$ cat src/rtl/counter_sched_pkg.sv
// Shared types and default sizes for the counter_sched timer scheduler.
package counter_sched_pkg;

  typedef enum logic [1:0] {IDLE, LOAD, COUNT, DONE} sched_state_t;

  localparam int CNT_W_DEF = 8;
  localparam int N_REQ_DEF = 4;

endpackage

$ cat src/rtl/counter_sched_rr_arbiter.sv
// Combinational round-robin pick: first set request at or after ptr_i, wrapping.
module rr_arbiter #(
  parameter int N_REQ = 4,
  parameter int IDX_W = $clog2(N_REQ)
) (
  input  logic [N_REQ-1:0] req_i,
  input  logic [IDX_W-1:0] ptr_i,
  output logic [N_REQ-1:0] gnt_o,
  output logic [IDX_W-1:0] idx_o,
  output logic             valid_o
);

  localparam logic [IDX_W:0] N_L = (IDX_W+1)'(N_REQ);

  logic [IDX_W:0]   sum;
  logic [IDX_W-1:0] cand;
  logic             found;

  // One extra bit on the sum lets the modulo work for non-power-of-two N_REQ.
  always_comb begin
    gnt_o = '0;
    idx_o = '0;
    sum   = '0;
    cand  = '0;
    found = 1'b0;
    for (int k = 0; k < N_REQ; k++) begin
      sum = {1'b0, ptr_i} + (IDX_W+1)'(k);
      if (sum >= N_L) sum = sum - N_L;
      cand = sum[IDX_W-1:0];
      if (!found && req_i[cand]) begin
        found       = 1'b1;
        gnt_o[cand] = 1'b1;
        idx_o       = cand;
      end
    end
    valid_o = found;
  end

endmodule

$ cat src/rtl/counter_sched.sv
// One shared down-counting tick timer, time-shared round-robin between N_REQ requesters.
// Optional abort support is compiled in with `define COUNTER_SCHED_ABORT_EN.
module counter_sched
  import counter_sched_pkg::*;
#(
  parameter int N_REQ = N_REQ_DEF,
  parameter int CNT_W = CNT_W_DEF
) (
  input  logic               clk,
  input  logic               rst,
  input  logic [N_REQ-1:0]   req_i,
  input  logic [N_REQ*CNT_W-1:0] ticks_i,
`ifdef COUNTER_SCHED_ABORT_EN
  input  logic               abort_i,
  output logic [N_REQ-1:0]   aborted_o,
`endif
  output logic [N_REQ-1:0]   grant_o,
  output logic               busy_o,
  output logic [CNT_W-1:0]   count_o,
  output logic               tick_o,
  output logic [N_REQ-1:0]   done_o
);

  localparam int IDX_W = $clog2(N_REQ);

  sched_state_t     state_q, state_d;
  logic [IDX_W-1:0] ptr_q, ptr_d, win_q, win_d, next_ptr;
  logic [N_REQ-1:0] grant_q, grant_d, done_q, done_d;
  logic [CNT_W-1:0] count_q, count_d;
  logic             tick_q, tick_d;
  logic [CNT_W-1:0] ticks_arr [N_REQ];
  logic [N_REQ-1:0] arb_gnt;
  logic [IDX_W-1:0] arb_idx;
  logic             arb_valid;
`ifdef COUNTER_SCHED_ABORT_EN
  logic [N_REQ-1:0] aborted_q, aborted_d;
`endif

  genvar gi;
  generate
    for (gi = 0; gi < N_REQ; gi++) begin : g_ticks
      assign ticks_arr[gi] = ticks_i[gi*CNT_W +: CNT_W];
    end
  endgenerate

  rr_arbiter #(.N_REQ(N_REQ), .IDX_W(IDX_W)) u_arb (
    .req_i   (req_i),
    .ptr_i   (ptr_q),
    .gnt_o   (arb_gnt),
    .idx_o   (arb_idx),
    .valid_o (arb_valid)
  );

  assign next_ptr = (win_q == IDX_W'(N_REQ-1)) ? '0 : win_q + IDX_W'(1);

  always_comb begin
    state_d = state_q;
    ptr_d   = ptr_q;
    win_d   = win_q;
    grant_d = grant_q;
    count_d = count_q;
    tick_d  = 1'b0;
    done_d  = '0;
`ifdef COUNTER_SCHED_ABORT_EN
    aborted_d = '0;
`endif
    unique case (state_q)
      IDLE: begin
        if (arb_valid) begin
          state_d = LOAD;
          win_d   = arb_idx;
          grant_d = arb_gnt;
        end
      end
      LOAD: begin
        count_d = ticks_arr[win_q];
        if (ticks_arr[win_q] == '0) begin
          state_d = DONE;
          done_d  = grant_q;
        end else begin
          state_d = COUNT;
          tick_d  = 1'b1;
        end
      end
      COUNT: begin
        // Guarded decrement: the counter saturates at zero rather than wrapping.
        if (count_q != '0) count_d = count_q - CNT_W'(1);
        if (count_q <= CNT_W'(1)) begin
          state_d = DONE;
          done_d  = grant_q;
        end else begin
          tick_d = 1'b1;
        end
      end
      DONE: begin
        state_d = IDLE;
        grant_d = '0;
        ptr_d   = next_ptr;
      end
      default: state_d = IDLE;
    endcase
`ifdef COUNTER_SCHED_ABORT_EN
    if (abort_i && (state_q == LOAD || state_q == COUNT)) begin
      state_d   = IDLE;
      grant_d   = '0;
      count_d   = '0;
      tick_d    = 1'b0;
      done_d    = '0;
      aborted_d = grant_q;
      ptr_d     = next_ptr;
    end
`endif
  end

  always_ff @(posedge clk) begin
    if (rst) begin
      state_q <= IDLE;
      ptr_q   <= '0;
      win_q   <= '0;
      grant_q <= '0;
      count_q <= '0;
      tick_q  <= 1'b0;
      done_q  <= '0;
`ifdef COUNTER_SCHED_ABORT_EN
      aborted_q <= '0;
`endif
    end else begin
      state_q <= state_d;
      ptr_q   <= ptr_d;
      win_q   <= win_d;
      grant_q <= grant_d;
      count_q <= count_d;
      tick_q  <= tick_d;
      done_q  <= done_d;
`ifdef COUNTER_SCHED_ABORT_EN
      aborted_q <= aborted_d;
`endif
    end
  end

  assign grant_o = grant_q;
  assign busy_o  = (state_q != IDLE);
  assign count_o = count_q;
  assign tick_o  = tick_q;
  assign done_o  = done_q;
`ifdef COUNTER_SCHED_ABORT_EN
  assign aborted_o = aborted_q;
`endif

endmodule
$ cat config.mk
export PLATFORM = sky130hd
export DESIGN_NAME = counter_sched
export DESIGN_NICKNAME = d
export VERILOG_FILES = /design/src/rtl/counter_sched_pkg.sv /design/src/rtl/counter_sched_rr_arbiter.sv /design/src/rtl/counter_sched.sv
export SDC_FILE = /design/constraint.sdc
export NUM_CORES = 1
export LEC_CHECK = 0
export BUFFER_PORTS_ARGS = -buffer_cell sky130_fd_sc_hd__buf_2
export CAP_MARGIN = 20
export CORE_ASPECT_RATIO = 1.1
export CORE_MARGIN = 4
export CORE_UTILIZATION = 56
export DETAILED_ROUTE_END_ITERATION = 16
export GPL_ROUTABILITY_DRIVEN = 0
export PLACE_DENSITY = 0.95
export SLEW_MARGIN = 40
export SYNTH_ARGS = -nofsm -noshare
export SYNTH_HDL_FRONTEND = slang
export SYNTH_HIERARCHICAL = 1
export SYNTH_SLANG_ARGS = --single-unit
$ cat constraint.sdc
create_clock -name clk -period 5.2 [get_ports clk]
set_clock_uncertainty 0.15 [all_clocks]
set_input_delay 1.04 -clock clk [delete_from_list [all_inputs] [get_ports clk]]
set_output_delay 1.04 -clock clk [all_outputs]
set_load 0.05 [all_outputs]
==> impl_metrics.ini, run 1 <==
[timing]
finalCritPeriodShare_pct = 59.98
worst_slew_margin_rel_pct = 60.88
timing.final.hold_violations = 0
setup_total_negative_slack_ns = 0
setup_viol = 0
finalCriticalPeriod_ns = 3.119
finalWorstSetupSlack_ns = 2.081
worst-slew-pin-transition_ns = 0.5860
fmaxAchievable_mhz = 320.6
grt_setup_unrepaired = false
finalMaxSlewViolations = 0

[global_routing]
largest_net_degree_at_the_start_of_global_routing = 20
total_routing_usage_gr_pct = 20.43
grt_pass1_vias = 1710
number_of_antenna_violations_at_the_first_check_in_global_routing = 0
total_global_routing_overflow = 0
first_pass_grt_wire_length_um = 7590

[cells_and_area]
fillers = 245
design_area_um2 = 2176
num_antenna_cells = 0
postLayoutCoreUtil_pct = 69.01
finalNetCount = 304
fraction_of_final_layout_cells_with_drive_strength_greater_than_1_pct = 31.75
synthToLayoutAreaGrowth_pct = 14.63

[logic_synthesis]
main_combinational_cell_family_by_area_after_synthesis = compound AO/OA/AOI/OAI gates
synth_async_sr_flop_share_pct = 0
postSynthCellCount = 207
yosys.area_share.xor_xnor_pct = 0
synth_compound_area_share_pct = 25.12
post_synth_edffs = 0
share_of_the_yosys_chip_area_belonging_to_registers_pct = 24.26
synth_area_in_adders_pct = 8.570
synthFlopType = dfxtp_1
postSynthRegisterBits = 23
yosys.area_share.simple_pct = 18.79
post_syn_area_per_cell_um2 = 9.169
count_of_synthesis_stage_warnings_from_yosys = 6
synthMuxAreaShare_pct = 17.40
synth_nets = 258
netlist_area_um2 = 1898
yosysUniqueCellTypes = 53

[worst_setup_path]
r2r-start = ptr_q[0]
crit_path_max_incr_delay_ns = 0.70
cp_slowest_cell = dfxtp_1
crit_arrival_ns = 3.18
worst_path_dominant_cell_family = simple AND/OR/NAND/NOR gates
cp_num_cells = 9
cp-start-kind = register
critPathMaxFanout = 14
critical_path.cell_chain = inv_1, ha_1, mux4_2, nor3_1, nand2b_1, nor2b_1, a21oi_1, a21oi_1, nor3_1
worst-r2r-cell-count = 9
timing_worst_setup_path_type = register to register
worst_ep_required_time_ns = 5.27
r2r_end = state_q[0]
r2r_slack_ns = 2.08
path_buf_inv = 1
cp_endpoint_kind = register

[min_path]
hold_path_startpoint = grant_o[3]
worstHoldEndpoint = done_o[3]
hold_path_depth = 1
hold_path_class = register to register

[placement]
number_of_input_and_output_port_buffers_inserted = 55
detailed_place_hpwl_um = 3471
detailedPlace.worstSlack_ns = 1.974
detailed_place.area_um2 = 2146

[die]
initial_core_util_pct = 60.20
die_x_um = 63.51
die_h_um = 69.06
core_area_um2 = 3153
boundaryPins = 56
floorplan.die_area_um2 = 4386
num_rows = 21

[clocking]
clock_path_buffers = 2
clkSinkCount = 23
cts_tree = done
numCtsBuffers = 3
clock_pin_slew_reported_for_the_worst_setup_and_hold_paths_after_clock_tree_synthesis_ns = 0.13
ctsHoldBuffers = 0
post_cts_setup_repair_bufs = 0
source_to_sink_clock_delay_at_the_later_pin_of_the_worst_skew_pair_ns = 0.32
ctsHtreeMaxLevel = 1
ctsResizeCount = 0
cts-root-buf = clkbuf_4

[route]
post_drt_wl_per_cell_um = 15.43
detail_route.drc_violations = 0
post_drt_via_cell_ratio = 6.416
vias = 1835
drtAntennaViolNets = 0
drt-initial-drc-count = 88
postRouteWirelength_um = 4413
detailedRoute.firstPassIterationCount = 4

[power]
power_per_cell_area_nw_per_um2 = 499.4
power.ir.vdd_worst_mv = 0.2224
p_leak_nw = 0.8747

[job]
maxCapViolCount = 0

[status]
run_status = completed
==> synth_stat cells, drive strengths merged, types with 3 or more instances <==
cell type | number | area share (%)
ha | 13 | 8.6
mux4 | 12 | 15
nand2b | 6 | 2.0
o21ai | 9 | 2.4
nand2 | 14 | 2.8
a21oi | 14 | 3.7
nor4 | 4 | 2.0
mux2i | 3 | 1.6
o31ai | 3 | 1.9
a21boi | 5 | 2.0
nand3 | 9 | 2.4
dfxtp | 23 | 24
nor2b | 3 | 0.99
inv | 11 | 2.2
nand4 | 3 | 0.99
a31oi | 4 | 1.3
a22oi | 8 | 3.2
nor2 | 14 | 2.8
clkbuf | 10 | 2.0
nor3 | 3 | 0.79
buf | 4 | 1.7
==> worst max-delay path by stage <==
stage,startpoint,to
floorplan,req_i[2],state_q[0]
global placement,req_i[3],state_q[0]
detailed placement,req_i[3],state_q[0]
CTS,ptr_q[0],state_q[0]
global route,ptr_q[0],state_q[0]
finish,ptr_q[0],state_q[0]
==> layer usage <==
layer  track usage (%)  vias to the layer above  wire length, um  share of wire, %
li1                  -                      884                -                 -
met2             33.18                       86             2058                47
met3             3.571                       11              353               8.0
met1             27.09                      854             1927                44
met5                 0                        -                0                 0
met4             7.194                        0               74               1.7
==> flip-flops by register name, indices dropped and copies added (netlist names) <==
register and count:
tick_o 1, grant_o 4, state_q 2, done_o 4, win_q 2, count_o 8
ptr_q 2
==> logic make-up (layout without fill, tap and decap cells) <==
| kind of cell | Yosys count | in the layout |
|---|---|---|
| adder cells (fa/ha/maj) | 13 | 13 |
| buffers and inverters | 25 | 70 |
| AND/OR/NAND/NOR | 64 | 64 |
| AO/OA/AOI/OAI | 65 | 65 |
| multiplexers | 17 | 17 |
| flip-flops | 23 | 23 |
==> worst reg2reg max path, delay by kind of cell (launching register included) <==
family | cells | cell delay [ns]
flops | 1 | 0.70
compound gates | 2 | 0.23
mux | 1 | 0.44
fa+ha+maj | 1 | 0.39
simple gates | 4 | 0.95
buf+inv | 1 | 0.15
==> cell usage in the layout (no fill, tap or decap), types with 3 or more instances in the layout <==
master,n
nor3_1,3
a21boi_1,4
mux2i_1,3
a31oi_1,4
o21ai_0,9
clkbuf_4,3
ha_1,13
mux4_2,10
nor2_1,14
a22oi_1,8
inv_1,11
a21oi_1,14
dfxtp_1,23
buf_2,55
nand2_1,14
nand2b_1,6
nand3_1,9
nor2b_1,3
nand4_1,3
==> area by class of cell <==
type                    instances  area, um2  share of cell area [%]
multi-input cells             159       1326                   60.95
well taps                      34      42.54                   1.955
clock buffers                   3      22.52                   1.035
flip-flops and latches         23      460.4                   21.16
repair buffers                 55      275.3                   12.65
clock inverters                 1      7.507                  0.3450
inverters                      11      41.29                   1.898
==> metrics by stage <==
step	instances	power (mW)	hold WS, ns
floorplan	207	0.8735	0.3369
global placement	282	0.9782	0.3246
detailed placement	282	0.9921	0.3281
CTS	286	1.081	0.3465
global route	286	1.169	0.3736
finish	286	1.087	0.3449
==> power by group <==
group / leakage [nW] / switching (mW) / internal, mW
Sequential: 0.188 / 0.0847 / 0.225
Combinational: 0.673 / 0.436 / 0.253
Clock: 0.0139 / 0.0593 / 0.0295
Total: 0.875 / 0.580 / 0.507
Note: power is estimated with default switching activity, not from simulation.
==> run 2: changes to the inputs <==
Settings changed: ABC_AREA from default to 1, CORE_UTILIZATION 56 to 47, PLACE_DENSITY 0.95 to 0.88.
Clock period 5.2 ns to 2.51 ns, I/O delays scaled along.
==> impl_metrics.ini, run 2 <==
[logic_synthesis]
post_synth_edffs = 0
share_of_the_yosys_chip_area_belonging_to_registers_pct = 24.48
postSynthRegisterBits = 23
biggest_area_contributors_in_the_synthesized_netlist = dfxtp_1 24%, nand2_1 19%, nand3_1 9.6%
count_of_synthesis_stage_warnings_from_yosys = 6
synth_async_sr_flop_share_pct = 0
post_syn_area_per_cell_um2 = 6.289
synth_nets = 350
synthFlopType = dfxtp_1
most_frequent_cells_after_synthesis = 93 x nand2_1, 36 x nand3_1, 26 x a21oi_1
synth_top_area_share_pct = 24.48
synth.most_common_cell = nand2_1
yosysUniqueCellTypes = 30
postSynthCellCount = 299
post_synth_top_area_cell = dfxtp_1
netlist_area_um2 = 1881

[worst_setup_path]
cp_endpoint_kind = register
cp-start-kind = register
crit_arrival_ns = 2.12
worst_ep_required_time_ns = 2.56
timing_worst_setup_path_type = register to register
critPathMaxFanout = 9

[clocking]
ctsResizeCount = 0
ctsHtreeMaxLevel = 1
post_cts_setup_repair_bufs = 0
clkSinkCount = 23
source_to_sink_clock_delay_at_the_later_pin_of_the_worst_skew_pair_ns = 0.27
clock_path_buffers = 2
clock_pin_slew_reported_for_the_worst_setup_and_hold_paths_after_clock_tree_synthesis_ns = 0.08
cts_tree = done
cts-root-buf = clkbuf_8
ctsHoldBuffers = 0
numCtsBuffers = 3

[power]
p_leak_nw = 1.119
clock_power_share_pct = 8.1
swShare_pct = 57.89
power.sequential.fraction_pct = 21.9
power.ir.vdd_worst_mv = 0.4331
cell_internal_pwr_mw = 1.218
total_switching_power_mw = 1.674
combPwrFrac_pct = 70.0
power_per_cell_area_nw_per_um2 = 1292

[route]
postRouteWirelength_um = 5153
detailedRoute.firstPassIterationCount = 7
detail_route.drc_violations = 0
post_drt_via_cell_ratio = 5.386
drt-initial-drc-count = 213
drtAntennaViolNets = 0
vias = 2176
post_drt_wl_per_cell_um = 12.75

[timing]
fmaxAchievable_mhz = 483.3
worst-slew-pin-transition_ns = 0.4137
finalWorstSetupSlack_ns = 0.4410
timing.final.hold_violations = 0
finalMaxSlewViolations = 0
worst_slew_margin_rel_pct = 72.38
finalCritPeriodShare_pct = 82.43
setup_viol = 0
hold-worst-slack_ns = 0.3391
grt_setup_unrepaired = false
setup_total_negative_slack_ns = 0
finalCriticalPeriod_ns = 2.069

[die]
core_area_um2 = 3741
initial_core_util_pct = 50.27
die_x_um = 68.31
die_h_um = 74.34
boundaryPins = 56
floorplan.die_area_um2 = 5078
num_rows = 23

[cells_and_area]
design_area_um2 = 2238
finalNetCount = 406
multi_input_comb_area_um2 = 1275
synthToLayoutAreaGrowth_pct = 19.03
largest_register_ff_count = 8
area.sequential_um2 = 460.4
num_antenna_cells = 0
mostFrequentLayoutCell = nand2_1
fraction_of_final_layout_cells_with_drive_strength_greater_than_1_pct = 24.01
layout_common_cells = 93 x nand2_1, 55 x buf_2, 36 x nand3_1
fillers = 360

[global_routing]
grt_pass1_vias = 2075
first_pass_grt_wire_length_um = 8721
largest_net_degree_at_the_start_of_global_routing = 20
total_global_routing_overflow = 0
total_routing_usage_gr_pct = 21.96
number_of_antenna_violations_at_the_first_check_in_global_routing = 0

[placement]
detailedPlace.worstSlack_ns = 0.4662
number_of_input_and_output_port_buffers_inserted = 55
detailed_place_hpwl_um = 4000
detailed_place.area_um2 = 2192

[job]
maxCapViolCount = 0

[min_path]
hold_path_class = register to register

[status]
run_status = completed
run 2: kinds of logic after synthesis:
kind of cell             Yosys count  share of synthesized area [%]
AND/OR/NAND/NOR                  180                          43.31
AO/OA/AOI/OAI                     50                          14.90
buffers and inverters             31                          7.718
flip-flops                        23                          24.48
adder cells (fa/ha/maj)           13                          8.650
XOR/XNOR                           2                         0.9316
run 2: final timing paths:
path               from  cells after the start  slack, ns    endpoint
max reg2reg    ptr_q[0]                     11       0.44  grant_o[3]
max            ptr_q[0]                     11       0.44  grant_o[3]
min          grant_o[0]                      2       0.34  grant_o[0]
min reg2reg  grant_o[0]                      2       0.34  grant_o[0]
run 2: cell type report:
class | instances | share of cell area [%]
clock buffer | 3 | 1.845
inverter | 23 | 3.969
tap | 50 | 2.795
timing repair buffer | 59 | 13.64
sequential | 23 | 20.57
clock inverter | 1 | 0.2236
multi-input combinational | 245 | 56.96
run 2: layer usage:
metal	track usage, %	wire (um)
met5	0	0
met4	10.60	130
met3	2.870	338
met2	40.47	2650
met1	24.36	2034
run 2: power groups by stage:
stage	Clock (mW)	Sequential [mW]	Combinational [mW]
final	0.234	0.634	2.02
after CTS	0.235	0.630	2.00
after global routing	0.253	0.646	2.26
after detailed placement	0	0.638	1.99
after floorplan	0	0.897	1.33
after global placement	0	0.630	1.94
run 2: worst max-delay path: stages, from the launching register on:
cell,delay (ns)
dfxtp_1,0.36
inv_2,0.11
ha_1,0.37
inv_1,0.11
nand2_1,0.09
nand2_2,0.06
nor2_4,0.08
nand4_1,0.10
nand2_1,0.18
o21a_1,0.21
nand2_1,0.07
a21oi_1,0.12
run 2: through the flow:
step           instances  utilization [%]  power [mW]
2_1_floorplan        299                -       2.228
3_3_place_gp         400            58.60       2.568
3_5_place_dp         400            58.60       2.623
4_1_cts              404            59.83       2.861
5_1_grt              404            59.83       3.158
6_report             404            59.83       2.892
